--- src/rtl/seg_pkg.sv ---
// Shared constants for the 8-digit 7-segment scan controller.
// Segment patterns are active-high, bit order g..a.
package seg_pkg;

    localparam int NUM_DIGITS = 8;

    localparam logic [7:0] SEG_OFF = 8'hFF;

    localparam logic [6:0] SEG_0 = 7'h3F;
    localparam logic [6:0] SEG_1 = 7'h06;
    localparam logic [6:0] SEG_2 = 7'h5B;
    localparam logic [6:0] SEG_3 = 7'h4F;
    localparam logic [6:0] SEG_4 = 7'h66;
    localparam logic [6:0] SEG_5 = 7'h6D;
    localparam logic [6:0] SEG_6 = 7'h7D;
    localparam logic [6:0] SEG_7 = 7'h07;
    localparam logic [6:0] SEG_8 = 7'h7F;
    localparam logic [6:0] SEG_9 = 7'h6F;
    localparam logic [6:0] SEG_A = 7'h77;
    localparam logic [6:0] SEG_B = 7'h7C;
    localparam logic [6:0] SEG_C = 7'h39;
    localparam logic [6:0] SEG_D = 7'h5E;
    localparam logic [6:0] SEG_E = 7'h79;
    localparam logic [6:0] SEG_F = 7'h71;

    // Active-low one-hot anode pattern for a digit index.
    function automatic logic [7:0] anode_sel(input logic [2:0] idx);
        return ~(8'b0000_0001 << idx);
    endfunction

endpackage

--- src/rtl/hex_to_7seg.sv ---
// Combinational hex nibble to 7-segment decoder.
// Output is active-high, bit order g..a; A-F render as A,b,C,d,E,F.
import seg_pkg::*;

module hex_to_7seg (
    input  logic [3:0] nibble_i,
    output logic [6:0] seg_o
);

    // Full 16-entry lookup on the selected nibble.
    always_comb begin
        seg_o = SEG_0;
        unique case (nibble_i)
            4'h0: seg_o = SEG_0;
            4'h1: seg_o = SEG_1;
            4'h2: seg_o = SEG_2;
            4'h3: seg_o = SEG_3;
            4'h4: seg_o = SEG_4;
            4'h5: seg_o = SEG_5;
            4'h6: seg_o = SEG_6;
            4'h7: seg_o = SEG_7;
            4'h8: seg_o = SEG_8;
            4'h9: seg_o = SEG_9;
            4'hA: seg_o = SEG_A;
            4'hB: seg_o = SEG_B;
            4'hC: seg_o = SEG_C;
            4'hD: seg_o = SEG_D;
            4'hE: seg_o = SEG_E;
            4'hF: seg_o = SEG_F;
        endcase
    end

endmodule

--- src/rtl/seg_scan_ctrl.sv ---
// Time-multiplexed scan controller for an 8-digit common-anode display.
// Contents are shadowed and only reload at the frame wrap, so digits never tear.
import seg_pkg::*;

module seg_scan_ctrl #(
    parameter int DIV  = 100000,
    parameter int DEAD = 1000
) (
    input  logic        clk,
    input  logic        reset,
    input  logic [31:0] digits,
    input  logic [7:0]  digit_en,
    input  logic [7:0]  dp,
    input  logic        blank,
    input  logic        upd_req,
    output logic        upd_ack,
    output logic        frame_done,
    output logic [7:0]  anode,
    output logic [7:0]  cathode
);

    localparam int CW = (DIV > 1) ? $clog2(DIV) : 1;
    localparam logic [CW-1:0] CNT_MAX = CW'(DIV - 1);
    localparam logic [CW-1:0] DEAD_C  = CW'(DEAD);
    localparam logic [2:0]    IDX_MAX = 3'(NUM_DIGITS - 1);

    logic [CW-1:0] cnt_q, cnt_d;
    logic [2:0]    idx_q, idx_d;
    logic          tick;
    logic          boundary;

    logic [31:0]   shadow_digits_q, shadow_digits_d;
    logic [7:0]    shadow_en_q, shadow_en_d;
    logic [7:0]    shadow_dp_q, shadow_dp_d;

    logic          upd_ack_q, upd_ack_d;
    logic          frame_done_q, frame_done_d;
    logic [7:0]    anode_q, anode_d;
    logic [7:0]    cathode_q, cathode_d;

    logic [3:0]    nibble;
    logic [6:0]    seg;
    logic          in_dead;
    logic          lit;

    assign tick     = (cnt_q == CNT_MAX);
    assign boundary = tick && (idx_q == IDX_MAX);

    // Prescaler wraps every DIV cycles; digit index advances on each wrap.
    always_comb begin
        cnt_d = cnt_q + 1'b1;
        idx_d = idx_q;
        if (tick) begin
            cnt_d = '0;
            idx_d = idx_q + 3'd1;
        end
    end

    // Shadow reload and handshake pulses, only at the frame wrap.
    always_comb begin
        shadow_digits_d = shadow_digits_q;
        shadow_en_d     = shadow_en_q;
        shadow_dp_d     = shadow_dp_q;
        frame_done_d    = boundary;
        upd_ack_d       = boundary && upd_req;
        if (boundary && upd_req) begin
            shadow_digits_d = digits;
            shadow_en_d     = digit_en;
            shadow_dp_d     = dp;
        end
    end

    assign nibble = shadow_digits_q[{idx_q, 2'b00} +: 4];

    hex_to_7seg u_dec (
        .nibble_i (nibble),
        .seg_o    (seg)
    );

    // Drive the current slot unless blanked, disabled or in the dead window.
    always_comb begin
        in_dead   = (cnt_q < DEAD_C);
        lit       = !blank && shadow_en_q[idx_q] && !in_dead;
        anode_d   = SEG_OFF;
        cathode_d = SEG_OFF;
        if (lit) begin
            anode_d   = anode_sel(idx_q);
            cathode_d = {~shadow_dp_q[idx_q], ~seg};
        end
    end

    // Scan counters.
    always_ff @(posedge clk or posedge reset) begin
        if (reset) begin
            cnt_q <= '0;
            idx_q <= '0;
        end else begin
            cnt_q <= cnt_d;
            idx_q <= idx_d;
        end
    end

    // Shadow display contents.
    always_ff @(posedge clk or posedge reset) begin
        if (reset) begin
            shadow_digits_q <= '0;
            shadow_en_q     <= '0;
            shadow_dp_q     <= '0;
        end else begin
            shadow_digits_q <= shadow_digits_d;
            shadow_en_q     <= shadow_en_d;
            shadow_dp_q     <= shadow_dp_d;
        end
    end

    // Registered outputs, one cycle behind the scan counters.
    always_ff @(posedge clk or posedge reset) begin
        if (reset) begin
            upd_ack_q    <= 1'b0;
            frame_done_q <= 1'b0;
            anode_q      <= SEG_OFF;
            cathode_q    <= SEG_OFF;
        end else begin
            upd_ack_q    <= upd_ack_d;
            frame_done_q <= frame_done_d;
            anode_q      <= anode_d;
            cathode_q    <= cathode_d;
        end
    end

    assign upd_ack    = upd_ack_q;
    assign frame_done = frame_done_q;
    assign anode      = anode_q;
    assign cathode    = cathode_q;

endmodule

--- config.mk ---
export PLATFORM = sky130hd
export DESIGN_NAME = seg_scan_ctrl
export DESIGN_NICKNAME = d
export VERILOG_FILES = /design/src/rtl/seg_pkg.sv /design/src/rtl/hex_to_7seg.sv /design/src/rtl/seg_scan_ctrl.sv
export SDC_FILE = /design/constraint.sdc
export NUM_CORES = 1
export LEC_CHECK = 0
export BUFFER_PORTS_ARGS = -buffer_cell sky130_fd_sc_hd__buf_2
export CAP_MARGIN = 10
export CORE_MARGIN = 2
export CORE_UTILIZATION = 60
export CTS_CLUSTER_DIAMETER = 60
export CTS_CLUSTER_SIZE = 12
export DETAILED_ROUTE_END_ITERATION = 7
export PLACE_DENSITY = 0.92
export SLEW_MARGIN = 20
export SYNTH_ARGS = -nofsm -noshare
export SYNTH_HDL_FRONTEND = slang
export SYNTH_SLANG_ARGS = --single-unit
export TNS_END_PERCENT = 50
--- constraint.sdc ---
create_clock -name clk -period 6.85 [get_ports clk]
set_input_delay 1.0275 -clock clk [delete_from_list [all_inputs] [get_ports clk]]
set_output_delay 1.0275 -clock clk [all_outputs]
set_load 0.03 [all_outputs]
==> run metrics <==
clock share of power=41.6%; Net Sw Frac=20.08%; sequential group share of total power=55.6%; vias in the first global route=2,587; Iteration-0 DRC Markers=137; final setup margin=3.918 ns; synthesized cell area=4004 sq um; initial antenna violation count=0; crit path max fanout=15; CTS tree=built; worst-margin pin slew=1.024 ns; Ports=70; WL/cell=16.57 um; CP startpoint kind=flop; synth cell count leaders=dfrtp_1, mux2_2, nand2_1, mux2_4, dfstp_2; GR Overflow Total=0; row cnt=29; CP required=7.09 ns; Max-slew headroom=29.78%; placed insts=426; Peak VDD IR=0.0001737 V; final hold vios=0; Die Y=85.69 um; critical path capture point type=flop; # DRC=0; Gates resized, CTS repair=0; root buffer cell=clkbuf_8; postcts setup bufs=0; Core Area=6386 sq um; outcome=finished, final reports clean; max_cap viols=0; pre-CTS setup slack=3.935 ns; gpl congestion=0.8767; Reg clk slew, reported paths=0.08 ns; Post-synth EDFFs=0; area share of the largest cell type after synthesis=43.75%; Distinct cells, synth=40; DRT Pass-1 Iters=5; nets=425; worst hold slack=0.4573 ns; Syn Nets=355; P&R area growth vs syn=15.16%; Routed WL=7308 um; DR vias=2,525; P_int=0.7296 mW; Setup CP Type=flop to flop; ANT nets after route=0; Synth Register Bits=86; post-detail-place hpwl=5048 um; Synth area leader=dfrtp_1; HP Class=flop to flop; IO Port Bufs=69; fmax=0.3411 GHz; CP startpoint=idx_q[0]; global-route wire length before repair=12,650 um; Lkg Pwr=2.300 nW; Comb power frac=2.8%; CTS max path bufs=2; Async SR Flop Fraction=100.0%; Post-Route Utilization=72.20%; hold_sp=cnt_q[0]; Num CTS Buffers=9; initial core utilization=62.70%; Worst EP arrival=3.17 ns; Hold-fix buffers, CTS=0; Layout Skew=0.006365 ns; layout cell share with drive strength beyond 1=45.88%; Seq/Total Area, Yosys=54.25%; Final setup viols=0; htree depth=3; setup_tns=0 ns; non-filler cells in the finished layout=441; die area=7343 sq um; top cells by area, synth=dfrtp_1, dfstp_2, mux2_2; Die Wd=85.69 um; Tmin final=2.932 ns; cell count after synthesis=290; Tcrit/Tclk final=42.80%; fin area=4611 sq um; Syn Area/Cell=13.81 sq um; ys flop type=dfrtp_1; Slew Limit Fails=0; placed cell area=4395 sq um; Inserted Diodes=0; worst-skew pair later-pin latency=0.35 ns; reg2reg start=idx_q[0]; vias per inst=5.726; CTS Sinks=86; Psw=0.1833 mW; Total GRT Usage=22.65%; unrepaired setup endpoints after global routing=no; synth warn=0; count leader, synth=dfrtp_1; largest net degree at the start of global routing=87; Power Total=0.9129 mW; Power per Cell Area=198.0 nW/um^2
[routing by layer]
metal	vias up	share of wire, %	global-route usage, %	wire length, um
met2	93	48	35.65	3489
met3	17	5.9	6.545	434
met5	-	0	0	0
li1	1164	-	-	-
met1	1251	44	30.66	3236
met4	0	2.0	7.648	148
[critical path, cell delays in order (launching register included)]
cell and delay [ns]:
dfrtp_1 0.89, mux4_2 0.59, mux2i_1 0.81, nand2_1 0.25, a21oi_1 0.20, o31ai_1 0.07
[cell families (layout without fill, tap and decap cells)]
group,after synthesis,after routing,share of synthesized area (%)
buffers and inverters,20,94,2.406
XOR/XNOR,15,15,3.281
AND/OR/NAND/NOR,72,72,9.219
flip-flops,86,86,54.25
adder cells (fa/ha/maj),13,13,4.063
AO/OA/AOI/OAI,17,17,2.875
multiplexers,67,67,23.91
[layout by cell type (no fill, tap or decap), types with 3 or more instances in the layout]
master	netlist	routed
ha_1	13	13
nand4_1	4	4
mux4_2	12	12
dfstp_2	16	16
o21ai_0	3	3
xnor2_1	8	8
o221ai_1	3	3
buf_2	2	69
inv_1	8	7
mux2_4	20	20
nand3_1	6	6
and3_1	3	3
nor4_1	3	3
nand2_1	27	27
dfrtp_1	70	70
clkbuf_8	0	10
and2_1	3	3
xor2_1	7	7
mux2_2	29	29
a21oi_1	5	5
mux2i_1	6	6
clkinv_2	0	3
nor2_1	15	15
[cell type report]
cell class	instances	area, sq um
clock buffer	10	137.6
clock inverter	5	73.82
fill	418	1775
inverter	8	31.28
multi-input combinational	184	1735
sequential	86	2172
tap	77	96.34
timing repair buffer	71	364.1
[state kept, by name (all words and copies together) (netlist names)]
name and cells:
shadow_digits_q 32, idx_q 3, cnt_q 17, frame_done 1
cathode 8, shadow_dp_q 8, anode 8, shadow_en_q 8
upd_ack 1
[worst paths after layout]
check,cells past startpoint,to,slack [ns]
worst max-delay path,5,cathode[0],3.92
worst min-delay path,1,cnt_q[0],0.46
worst max register to register,5,cathode[0],3.92
worst min register to register,1,cnt_q[0],0.46
max in group asynchronous,3,shadow_digits_q[18],5.49
min in group asynchronous,3,shadow_dp_q[4],0.85
[power groups by stage]
stage                     clock, mW  sequential, mW  combinational (mW)
after floorplan                   0           0.517             0.00779
after global placement            0           0.517              0.0253
after detailed placement          0           0.517              0.0259
after CTS                     0.388           0.508              0.0261
after global routing          0.412           0.508              0.0291
final                         0.380           0.508              0.0254
Power figures use the tool's default switching activity.
